File: src/rtl/gumnut_control.sv
// Gumnut control unit: fetch/decode/execute sequencing, instruction decode,
// program counter and branch flags for an 18-bit Gumnut-style core.
//
// state   | meaning
// --------+----------------------------------------------------------
// FETCH   | request instruction at pc, latch IR and bump pc on ack
// DECODE  | one-cycle settle of the latched instruction
// EXECUTE | decode outputs valid; flags, jumps and branches resolve
// MEM     | data/port access, held until data_ack_i
// WRITE   | one-cycle register-file write of the result
// HALT    | core stopped until reset
module gumnut_control (
  input  logic        clk_i,
  input  logic        rst_i,
  input  logic [17:0] inst_i,
  input  logic        inst_ack_i,
  output logic        inst_stb_o,
  output logic [11:0] pc_o,
  input  logic        data_ack_i,
  output logic        data_stb_o,
  output logic        data_we_o,
  output logic        port_o,
  input  logic        carry_i,
  input  logic        zero_i,
  output logic [3:0]  ALUOp_o,
  output logic [2:0]  count_o,
  output logic        op2_sel_o,
  output logic [7:0]  imm_o,
  output logic [2:0]  rd_o,
  output logic [2:0]  rs_o,
  output logic [2:0]  rs2_o,
  output logic        reg_we_o,
  output logic        wb_sel_o,
  output logic        halted_o
);

  typedef enum logic [2:0] {
    S_FETCH,
    S_DECODE,
    S_EXECUTE,
    S_MEM,
    S_WRITE,
    S_HALT
  } state_t;

  state_t      state_q, state_d;
  logic [17:0] ir_q;
  logic [11:0] pc_q;
  logic        z_q, c_q;

  logic        is_alui, is_mem, is_shift, is_alur, is_jmp, is_br, is_halt;
  logic [1:0]  mem_fn;
  logic        mem_load;
  logic        br_taken;
  logic [11:0] br_target;

  // Instruction class is fixed by the leading-ones prefix of IR.
  assign is_alui  = ~ir_q[17];
  assign is_mem   = (ir_q[17:16] == 2'b10);
  assign is_shift = (ir_q[17:15] == 3'b110);
  assign is_alur  = (ir_q[17:14] == 4'b1110);
  assign is_jmp   = (ir_q[17:13] == 5'b11110);
  assign is_br    = (ir_q[17:12] == 6'b111110);
  assign is_halt  = (ir_q[17:12] == 6'b111111);

  // mem fn: bit0 selects store direction, bit1 selects the I/O port space.
  assign mem_fn   = ir_q[15:14];
  assign mem_load = ~mem_fn[0];

  // pc has already been incremented past the branch when this is used.
  assign br_target = pc_q + {{4{ir_q[7]}}, ir_q[7:0]};

  // Branch condition evaluated on the flags stored by the last ALU/shift op.
  always_comb begin
    br_taken = 1'b0;
    case (ir_q[11:10])
      2'b00:   br_taken = z_q;
      2'b01:   br_taken = ~z_q;
      2'b10:   br_taken = c_q;
      default: br_taken = ~c_q;
    endcase
  end

  // State, IR, pc and flag registers with synchronous reset.
  always_ff @(posedge clk_i) begin
    if (rst_i) begin
      state_q <= S_FETCH;
      pc_q    <= 12'd0;
      ir_q    <= 18'd0;
      z_q     <= 1'b0;
      c_q     <= 1'b0;
    end else begin
      state_q <= state_d;
      if (state_q == S_FETCH && inst_ack_i) begin
        ir_q <= inst_i;
        pc_q <= pc_q + 12'd1;
      end
      if (state_q == S_EXECUTE) begin
        if (is_alui || is_alur || is_shift) begin
          z_q <= zero_i;
          c_q <= carry_i;
        end
        if (is_jmp) begin
          pc_q <= ir_q[11:0];
        end else if (is_br && br_taken) begin
          pc_q <= br_target;
        end
      end
    end
  end

  // Next-state logic and state-decoded strobes/enables.
  always_comb begin
    state_d    = state_q;
    inst_stb_o = 1'b0;
    data_stb_o = 1'b0;
    data_we_o  = 1'b0;
    port_o     = 1'b0;
    reg_we_o   = 1'b0;
    halted_o   = 1'b0;
    case (state_q)
      S_FETCH: begin
        inst_stb_o = 1'b1;
        if (inst_ack_i) state_d = S_DECODE;
      end
      S_DECODE: state_d = S_EXECUTE;
      S_EXECUTE: begin
        if (is_halt)                            state_d = S_HALT;
        else if (is_mem)                        state_d = S_MEM;
        else if (is_jmp || is_br)               state_d = S_FETCH;
        else                                    state_d = S_WRITE;
      end
      S_MEM: begin
        data_stb_o = 1'b1;
        data_we_o  = mem_fn[0];
        port_o     = mem_fn[1];
        if (data_ack_i) state_d = mem_load ? S_WRITE : S_FETCH;
      end
      S_WRITE: begin
        reg_we_o = 1'b1;
        state_d  = S_FETCH;
      end
      S_HALT: halted_o = 1'b1;
      default: state_d = S_FETCH;
    endcase
  end

  // Field decode straight from IR; only meaningful once IR holds the instruction.
  always_comb begin
    ALUOp_o = 4'b0000;
    if (is_alui)       ALUOp_o = {1'b0, ir_q[16:14]};
    else if (is_alur)  ALUOp_o = {1'b0, ir_q[2:0]};
    else if (is_shift) ALUOp_o = {2'b10, ir_q[1:0]};
  end

  assign op2_sel_o = is_alui | is_mem;
  assign imm_o     = ir_q[7:0];
  assign count_o   = ir_q[7:5];
  assign rd_o      = ir_q[13:11];
  assign rs_o      = ir_q[10:8];
  assign rs2_o     = ir_q[7:5];
  assign wb_sel_o  = is_mem & mem_load;
  assign pc_o      = pc_q;

endmodule

File: config.mk
export PLATFORM = sky130hd
export DESIGN_NAME = gumnut_control
export DESIGN_NICKNAME = d
export VERILOG_FILES = /design/src/rtl/gumnut_control.sv
export SDC_FILE = /design/constraint.sdc
export NUM_CORES = 1
export LEC_CHECK = 0
export ABC_CLOCK_PERIOD_IN_PS = 3900
export CAP_MARGIN = 40
export CORE_ASPECT_RATIO = 1.25
export CORE_UTILIZATION = 52
export DETAILED_ROUTE_END_ITERATION = 12
export PLACE_DENSITY_LB_ADDON = 0.12
export REMOVE_ABC_BUFFERS = 1
export SLEW_MARGIN = 10
export SYNTH_ARGS = -nofsm -noshare
export SYNTH_HDL_FRONTEND = slang
export SYNTH_SLANG_ARGS = --single-unit
File: constraint.sdc
create_clock -name clk_i -period 3.9 [get_ports clk_i]
set_input_delay 0.585 -clock clk_i [delete_from_list [all_inputs] [get_ports clk_i]]
set_output_delay 0.585 -clock clk_i [all_outputs]
set_load 0.005 [all_outputs]
-- Word-level counts from Yosys, hierarchy flattened
Index checks and enable logic that the tools add are counted.
- equal/unequal tests: 15
- mux-type cells: 21
- bitwise operators: 7
- add/subtract/negate cells: 2
- reduce and logical (&&, ||, !) cells: 9
- operator list (cell ; count):
    $mux 12 ; 4
    $mux 3 ; 6
    $pmux 3 s5 ; 1
    $add 12x1->12 const B ; 1
    $add 12x12->12 ; 1
    $eq 6x6->1 const B ; 2
    $mux 4 ; 3
    $eq 3x3->1 const B ; 3
    $eq 3x2->1 const B ; 2
    $mux 1 ; 6
    $eq 5x5->1 const B ; 1
    $not 1->1 ; 5
    $eq 2x2->1 const B ; 2
    $eq 4x4->1 const B ; 1
    $ne 2x2->1 const B ; 2
    $eq 3x1->1 const B ; 1
    $logic_not 3->1 ; 1
    $logic_or 1x1->1 ; 3
    $pmux 1 s3 ; 1
    $reduce_and 3->1 ; 1
    $eq 2x1->1 const B ; 1
    $logic_and 1x1->1 ; 2
    $logic_not 2->1 ; 1
    $reduce_and 2->1 ; 1
    other kinds (2) ; 2
- bits of input ports: 24
- output and inout bits: 44
- flip-flop bits (word level): 35
- logic and storage cells: 59

-- Depth between registers and ports, before layout
Gate-level depths: netlist (run 1).
- depth in word-level cells: 6
- gate-level depth with buffers: 9
- depth with buffers taken out: 9

-- Worst setup path after synthesis (run 1)
OpenSTA, ideal clock, no wires.
- path kind: reg2reg
- start: register pc_q[3] (netlist: pc_o[3])
- end: register pc_q[9] (netlist: pc_o[9])
- setup slack: 1937 ps
- data arrival time: 1878 ps
- setup time: 86 ps
- path buffers: 0
- period minus slack after synthesis: 1963 ps
- cell stages (with the launch flop): 8
- data required time: 3814 ps
- path through: dfxtp_1 ha_1 a21o_1 a21oi_1 a21oi_1 a2111oi_0 xor2_1 a211oi_1
- word-level cells in the longest chain between the ends: 5
- elaborated cells on any way between the ends: 6
- those cells by class: add/sub (2); mux (4)
- RTL lines (what ; RTL line ; source):
    start: declaration ; 48 ; logic [11:0] pc_q;
    start signal: assignment ; 96 ; pc_q <= pc_q + 12'd1;
    start signal: assignment ; 104 ; pc_q <= ir_q[11:0];
    start signal: assignment ; 106 ; pc_q <= br_target;
    $add 12x1->12 ; 96 ;
    $mux 12 ; 94 ; if (state_q == S_FETCH && inst_ack_i) begin
    $mux 12 ; 105 ; end else if (is_br && br_taken) begin
    $mux 12 ; 103 ; if (is_jmp) begin
    $mux 12 (*) ; 98 ; if (state_q == S_EXECUTE) begin
Every way passes the cells marked *; elsewhere a longest branch is shown, timed or not.
A chain may end at the register's enable or synchronous reset.

-- Worst setup path in the final report (run 1)
- start: input port inst_ack_i
- end: register pc_q[10] (netlist: pc_o[10])
- word-level cells in the longest chain between the ends: 5
- RTL lines (what ; RTL line ; source):
    start: declaration ; 16 ; input logic inst_ack_i,
    $logic_and 1x1->1 (*) ; 94 ;
    $mux 12 (*) ; 94 ;
    $mux 12 ; 105 ;
    $mux 12 ; 103 ;
    $mux 12 (*) ; 98 ;
Marked as above.

==> impl_metrics.json, run 1 <==
{
  "outcome": "complete, no violations",
  "yosysSeqAreaShare": 0.290,
  "multi_input_area_um2": 1470,
  "path_cells": "clkdlybuf4s50_1, nor4b_4, nand4_1, nor2b_1, xor2_1, o221ai_1, nor3_1",
  "rsz0062_at_grt": "false",
  "ys_warn_count": 0,
  "hold_class": "register to register",
  "drt_iter0_drc": 159,
  "num_rows": 27,
  "drive_above_1_share": 0.0508,
  "cp_data_arrival_time_ns": 2.75,
  "grt_overflow": 0,
  "critPathKind": "input port to register",
  "hpwlAfterDp_um": 4470,
  "postSynth.asyncResetShare": 0,
  "area_growth_syn_to_layout_pct": 27.5,
  "synth_most_common_cell": "nand2_1",
  "end_kind": "register",
  "grt_pass1_vias": 2113,
  "numCtsBuffers": 5,
  "max-vdd-ir-drop_uv": 303,
  "io_pins": 68,
  "path_buf_inv": 1,
  "synth_cell_types": 53,
  "cpPeakStageDelay_ns": 0.63,
  "setup_ws_ns": 1.35,
  "portBuffers": 67,
  "cp_max_fo": 13,
  "synthCells": 309,
  "yosys-top-cells-count": "nand2_1, dfxtp_1, a21oi_1, buf_4, nor2_1",
  "nets": 390,
  "hp-start": "ir_q[8]",
  "syn_area_per_cell_um2": 7.83,
  "crit_family": "simple AND/OR/NAND/NOR gates",
  "firstDrtPassIters": 4,
  "postCtsSetupBuffers": 0,
  "clkLatencyLatePin_ns": 0.29,
  "maxCapViolCount": 0,
  "dieArea_um2": 4930,
  "grt_use_total": 0.250,
  "ctsResizeCount": 0,
  "period_needed_ns": 2.55,
  "place_inst": 404,
  "vias": 2279,
  "reg2reg_from": "pc_o[0]",
  "r2r_end": "pc_o[10]",
  "postCtsHoldBufs": 0,
  "place_congestion": 0.939,
  "clock.fmax_mhz": 393,
  "period_share": 0.653,
  "final.setup.tns_ns": 0,
  "worst_slew_pin_slew_ns": 0.717,
  "holdPathEnd": "ir_q[8]",
  "htree_levels": 2,
  "ys_top_cells_by_area": "dfxtp_1, nand2_1, buf_4",
  "die_w_um": 63,
  "wl_um": 5990,
  "clockBufferDepth": 2,
  "reg2regPathDepth": 9,
  "num_antenna_cells": 0,
  "stdcell_count": 412,
  "grt_pass1_wl_um": 9780,
  "drc": 0,
  "dieHeight_um": 78.3,
  "reg2reg_slack_ns": 1.60,
  "initial_core_util": 0.547,
  "finalHoldViolations": 0,
  "routed_via_density": 5.53,
  "critPathSlowestCell": "nor4b_4",
  "fill_cells": 393,
  "min_path_cells": 2,
  "synth_edf_count": 0,
  "ys.flop_type": "dfxtp_1",
  "setup_viol": 0,
  "leakagePower_uw": 0.00123,
  "register_area_um2": 701,
  "cts-root-buf": "clkbuf_8",
  "cts_tree": "yes",
  "p_per_area_nw_per_um2": 463,
  "antenna_found_initial": 0,
  "crit_required_ns": 4.10,
  "final_max_slew_viol_count": 0,
  "synthesis.area_um2": 2420,
  "path_depth": 7,
  "setup.worst_path.start": "inst_ack_i",
  "skew_ns": 0.00657,
  "grt_max_degree": 20,
  "yosysTopAreaCellShare": 0.290,
  "dp_slack_ns": 1.09,
  "startpoint_type": "input port",
  "synth_top_cell_by_area": "dfxtp_1",
  "clk_pin_slew_ns": 0.07,
  "clock_sinks": 35,
  "maxSlewHeadroom": 0.520,
  "wl_per_cell_um": 14.5,
  "ys_ff_latch": 35,
  "antenna_left": 0,
  "core_um2": 4430
}
[worst max-delay path by stage]
| stage | endpoint | slack, ns |
|---|---|---|
| final | pc_o[10] | 1.35 |
| after global routing | pc_o[8] | 1.15 |
| after CTS | pc_o[10] | 1.38 |
| after detailed placement | pc_o[10] | 1.09 |
| after global placement | pc_o[7] | 1.20 |
| after floorplan | pc_o[7] | 1.67 |
[area by class of cell]
| cell class | instances | share of cell area |
|---|---|---|
| multi-input cells | 232 | 0.476 |
| inverters | 9 | 0.0110 |
| well taps | 58 | 0.0235 |
| clock buffers | 6 | 0.0268 |
| flip-flops and latches | 35 | 0.227 |
| repair buffers | 70 | 0.224 |
| clock inverters | 2 | 0.0114 |
[state kept, by name, summed over array words and instances (netlist names)]
name,count
pc_o,12
state_q,3
z_q,1
ir_q,18
c_q,1
[cells in the final DEF (no fill, tap or decap), types with 9 or more instances in the layout]
cell type and n:
ha_1 12, xor2_1 10, dfxtp_1 35, nor2_1 18
clkdlybuf4s50_1 67, inv_1 9, nand2_1 57, a21oi_1 28
[kinds of logic after synthesis]
logic type | share of synthesized area
AO/OA/AOI/OAI | 0.203
multiplexers | 0.0166
XOR/XNOR | 0.0652
buffers and inverters | 0.103
AND/OR/NAND/NOR | 0.252
flip-flops | 0.290
adder cells (fa/ha/maj) | 0.0704
[power by group]
group	total, uW	internal [uW]	switching, uW
Clock	341	207	134
Combinational	555	286	269
Sequential	533	420	114
Total	1430	912	517
[tightest hold or removal path, stage by stage, from the launching register on]
cell,delay (ns)
dfxtp_1,0.33
nand2_1,0.06
a21oi_1,0.06
[through the flow]
stage | power [uW] | cell area (um^2) | utilization | hold WS (ns)
finish | 1430 | 3080 | 0.697 | 0.484
global route | 1520 | 3080 | 0.697 | 0.514
CTS | 1440 | 3080 | 0.697 | 0.482
detailed placement | 1100 | 2970 | 0.670 | 0.472
global placement | 1080 | 2960 | 0.669 | 0.474
floorplan | 821 | 2200 | - | 0.456
[layer usage]
metal  routed length, um  GRT usage
met5                   0          0
met4                 124      0.119
met3                 287     0.0480
met2                2960      0.420
met1                2610      0.302
(Power assumes the default switching activity.)
==> run 2, diff against run 1 <==
--- a/config.mk
+++ b/config.mk
@@ -5,10 +5,10 @@
 export SDC_FILE = /design/constraint.sdc
 export NUM_CORES = 1
 export LEC_CHECK = 0
-export ABC_CLOCK_PERIOD_IN_PS = 3900
+export ABC_CLOCK_PERIOD_IN_PS = 2250
 export CAP_MARGIN = 40
 export CORE_ASPECT_RATIO = 1.25
-export CORE_UTILIZATION = 52
+export CORE_UTILIZATION = 44
 export DETAILED_ROUTE_END_ITERATION = 12
 export PLACE_DENSITY_LB_ADDON = 0.12
 export REMOVE_ABC_BUFFERS = 1
==> constraint.sdc (replaced) <==
create_clock -name clk_i -period 2.25 [get_ports clk_i]
set_input_delay 0.3375 -clock clk_i [delete_from_list [all_inputs] [get_ports clk_i]]
set_output_delay 0.3375 -clock clk_i [all_outputs]
set_load 0.005 [all_outputs]
==> run 2 against run 1 <==
Compared with the run above: power is 75% higher; cell count increased by 5.3%; non-clock buffer count increased by 18; die area up 18%; combinational power is 110% higher; register-to-register slack lost 1.4 ns; via count increased by 3.1%; cell area grew 4.5%; global-route usage down 2.0 points; highest routed layer unchanged.
==> impl_metrics.json, run 2 (synthesis gave the netlist of run 1 again) <==
{
  "clockBufferDepth": 2,
  "area_growth_syn_to_layout_pct": 33.3,
  "final.setup.tns_ns": 0,
  "num_antenna_cells": 0,
  "rsz0062_at_grt": "false",
  "wl_per_cell_um": 14.5,
  "critPathKind": "register to output pin",
  "outcome": "complete, no violations",
  "antenna_found_initial": 0,
  "dp_slack_ns": 0.111,
  "cpPeakStageDelay_ns": 0.57,
  "crit_family": "buffers and inverters",
  "antenna_left": 0,
  "setup_viol": 0,
  "fill_cells": 481,
  "core_um2": 5190,
  "leakagePower_uw": 0.00131,
  "io_pins": 68,
  "dieArea_um2": 5800,
  "numCtsBuffers": 5,
  "clock.fmax_mhz": 477,
  "p_per_area_nw_per_um2": 778,
  "place_congestion": 0.872,
  "register_area_um2": 701,
  "period_needed_ns": 2.10,
  "path_buf_inv": 2,
  "skew_ns": 0.00443,
  "grt_use_total": 0.230,
  "max_flop_register": "ir_q",
  "multi_input_area_um2": 1480,
  "startpoint_type": "register",
  "drive_above_1_share": 0.102,
  "grt_pass1_wl_um": 10100,
  "total_power_uw": 2510,
  "vias": 2350,
  "period_share": 0.932,
  "clkLatencyLatePin_ns": 0.29,
  "clk_pin_slew_ns": 0.07,
  "crit_required_ns": 1.91,
  "hpwlAfterDp_um": 4710,
  "clock_sinks": 35,
  "drt_iter0_drc": 88,
  "cts_tree": "yes",
  "largest_reg_flops": 18,
  "htree_levels": 2,
  "grt_max_degree": 23,
  "setup_ws_ns": 0.153,
  "layout_common_cells": "clkdlybuf4s50_1, nand2_1, dfxtp_1",
  "final_max_slew_viol_count": 0,
  "hold_class": "register to register",
  "nets": 408,
  "maxSlewHeadroom": 0.710,
  "maxCapViolCount": 0,
  "cp_data_arrival_time_ns": 1.76,
  "postCtsSetupBuffers": 0,
  "portBuffers": 67,
  "die_w_um": 68.3,
  "place_area_um2": 3110,
  "final_cell_area_um2": 3220,
  "wl_um": 6300,
  "dieHeight_um": 84.9,
  "initial_core_util": 0.466,
  "critPathSlowestCell": "dfxtp_1",
  "grt_overflow": 0,
  "cts-root-buf": "clkbuf_8",
  "layout_commonest_cell": "clkdlybuf4s50_1",
  "finalHoldViolations": 0,
  "routed_via_density": 5.41,
  "grt_pass1_vias": 2198,
  "num_rows": 29,
  "cp_max_fo": 12,
  "firstDrtPassIters": 4,
  "worst_slew_pin_slew_ns": 0.435,
  "end_kind": "output pin",
  "path_cells": "nor2b_1, nand2_1, inv_1, clkdlybuf4s50_1",
  "postLayoutCoreUtil": 0.621,
  "max-vdd-ir-drop_uv": 422,
  "drc": 0
}
==> run 2: cell types whose count changed in the layout (fill, tap and decap cells not counted), sizes merged <==
cell	previous run	this run
clkbuf	6	8
bufinv	1	0
clkinv	1	0
buf	3	21
==> run 2: timing repair <==
| item | 4_1_cts | 5_1_grt |
|---|---|---|
| setup endpoints to repair | 0 | 3 |
| hold buffers | 0 | 0 |
| resized for setup | 0 | 4 |
==> run 2: worst paths after layout <==
check                   from  endpoint  slack [ns]  cells after the start
setup / recovery  state_q[0]  halted_o        0.15                      4
hold / removal       ir_q[8]   ir_q[8]        0.48                      2
setup reg to reg     pc_o[3]   pc_o[9]        0.19                      7
hold reg to reg      ir_q[8]   ir_q[8]        0.48                      2
==> run 2: cell type report <==
type,count,share of cell area
clock buffer,8,0.0310
tap,62,0.0241
timing repair buffer,88,0.257
multi-input combinational,232,0.460
sequential,35,0.217
inverter,9,0.0105
==> run 2: layer usage <==
| metal | global-route usage | wire (um) |
|---|---|---|
| met3 | 0.0417 | 249 |
| met4 | 0.0777 | 87 |
| met5 | 0 | 0 |
| met2 | 0.372 | 3040 |
| met1 | 0.300 | 2920 |
==> run 2: stage by stage <==
stage / cells / hold WS (ns)
after CTS: 434 / 0.481
after global routing: 434 / 0.506
after floorplan: 276 / 0.407
final: 434 / 0.476
after detailed placement: 426 / 0.471
after global placement: 426 / 0.467
==> run 2: power breakdown <==
group          switching [uW]  internal (uW)
clock                     228            279
combinational             561            580
sequential                131            728
total                     920           1590
==> run 2: worst reg2reg max path: cells and delay by family, from the launching register on <==
family	cells	cell delay [ns]
xor+xnor	1	0.12
compound gates	5	1.15
flops	1	0.35
fa+ha+maj	1	0.37
==> run 3, diff against run 2 <==
--- a/config.mk
+++ b/config.mk
@@ -6,12 +6,13 @@
 export NUM_CORES = 1
 export LEC_CHECK = 0
 export ABC_CLOCK_PERIOD_IN_PS = 2250
-export CAP_MARGIN = 40
 export CORE_ASPECT_RATIO = 1.25
+export CORE_MARGIN = 2
 export CORE_UTILIZATION = 44
 export DETAILED_ROUTE_END_ITERATION = 12
 export PLACE_DENSITY_LB_ADDON = 0.12
 export REMOVE_ABC_BUFFERS = 1
+export SKIP_LAST_GASP = 1
 export SLEW_MARGIN = 10
 export SYNTH_ARGS = -nofsm -noshare
 export SYNTH_HDL_FRONTEND = slang
==> run 3 against run 2 <==
Compared with the run above: via count down 0.85%; clock skew down 0.0016 ns; flip-flop and latch count unchanged; register-to-register slack about the same; global-route usage down 2.0 points; wire length down 0.32%; combinational power about the same; non-clock buffer count up 8.
==> impl_metrics.json, run 3 (synthesis gave the netlist of run 1 again) <==
{
  "core_um2": 5370,
  "period_needed_ns": 2.07,
  "grt_overflow": 0,
  "antenna_found_initial": 0,
  "grt_util_met1": 0.261,
  "vias": 2330,
  "cts-root-buf": "clkbuf_8",
  "postCtsSetupBuffers": 0,
  "clockBufferDepth": 2,
  "routed_via_density": 5.27,
  "final_cell_area_um2": 3250,
  "p_per_area_nw_per_um2": 743,
  "place_area_um2": 3170,
  "maxSlewHeadroom": 0.681,
  "layout_common_cells": "clkdlybuf4s50_1, nand2_1, dfxtp_1",
  "hold_class": "register to register",
  "end_kind": "output pin",
  "drive_above_1_share": 0.111,
  "leakagePower_uw": 0.00134,
  "setup_viol": 0,
  "critPathKind": "register to output pin",
  "wl_per_cell_um": 14.2,
  "largest_reg_flops": 18,
  "final.setup.tns_ns": 0,
  "fill_cells": 510,
  "finalHoldViolations": 0,
  "max_flop_register": "ir_q",
  "clock_sinks": 35,
  "final_max_slew_viol_count": 0,
  "top_usage_layer": "met2",
  "grt_pass1_vias": 2183,
  "drc": 0,
  "cp_data_arrival_time_ns": 1.73,
  "clk_pin_slew_ns": 0.06,
  "layout_commonest_cell": "clkdlybuf4s50_1",
  "globalRouteMet3Util": 0.0347,
  "htree_levels": 2,
  "rsz0062_at_grt": "false",
  "hpwlAfterDp_um": 4880,
  "wl_um": 6280,
  "grt_max_degree": 19,
  "nets": 416,
  "startpoint_type": "register",
  "firstDrtPassIters": 4,
  "clock.fmax_mhz": 483,
  "antenna_left": 0,
  "numCtsBuffers": 5,
  "grt_pass1_wl_um": 10300,
  "dieHeight_um": 86.9,
  "reg2reg_slack_ns": 0.20,
  "grt_use_total": 0.210,
  "num_antenna_cells": 0,
  "worst_slew_pin_slew_ns": 0.479,
  "outcome": "complete, no violations",
  "initial_core_util": 0.451,
  "io_pins": 68,
  "dieArea_um2": 6110,
  "area_growth_syn_to_layout_pct": 34.5,
  "period_share": 0.921,
  "clkLatencyLatePin_ns": 0.28,
  "crit_required_ns": 1.91,
  "drt_iter0_drc": 90,
  "die_w_um": 70.3,
  "maxCapViolCount": 0,
  "cp_max_fo": 12,
  "portBuffers": 67,
  "place_congestion": 0.827,
  "cts_tree": "yes",
  "max-vdd-ir-drop_uv": 510,
  "skew_ns": 0.00281,
  "grt.met2_usage": 0.371,
  "num_rows": 30
}
## run 3: changes by cell type in the layout (fill, tap and decap cells not counted), sizes merged
cell and delta:
buf +8, clkbuf -2
## run 3: cell type report
class | instances | area (um^2) | area share
clock buffer | 6 | 72.6 | 0.0223
inverter | 9 | 33.8 | 0.0104
multi-input combinational | 232 | 1480 | 0.454
sequential | 35 | 701 | 0.215
tap | 64 | 80.1 | 0.0246
timing repair buffer | 96 | 888 | 0.273
## run 3: path summary, 6_finish.rpt
path              startpoint  cells after the start        end
hold / removal       ir_q[8]                      2    ir_q[8]
setup reg to reg     pc_o[1]                      8   pc_o[10]
hold reg to reg      ir_q[8]                      2    ir_q[8]
setup / recovery  state_q[0]                      3  data_we_o
## run 3: worst max-delay path, stage by stage, from the launching register on
cell and delay (ns):
dfxtp_1 0.56, and3b_1 0.28, and2_1 0.14, clkdlybuf4s50_1 0.49
## run 3: where the power goes
group	switching [uW]	internal, uW
Sequential	117	728
Combinational	565	602
Clock	199	206
## run 3: layer usage
layer  up-vias  share of wire
met3         9          0.041
li1       1199              -
met2        57           0.49
met5         -              0
met1      1065           0.45
met4         0          0.017
## run 3: what timing repair did
action | 4_1_cts | 5_1_grt
resized for setup | 0 | 2
hold buffers | 0 | 0
setup endpoints to repair | 0 | 2
## run 3: per-stage QoR
step                instances  worst slack [ns]  hold slack, ns  utilization  power (uW)
floorplan                 276             0.119           0.407            -        1420
global placement          436             0.143           0.473        0.591        2020
detailed placement        436             0.121           0.482        0.591        2030
CTS                       442             0.173           0.490        0.604        2440
global route              442           0.00536           0.512        0.606        2600
finish                    442             0.178           0.484        0.606        2420
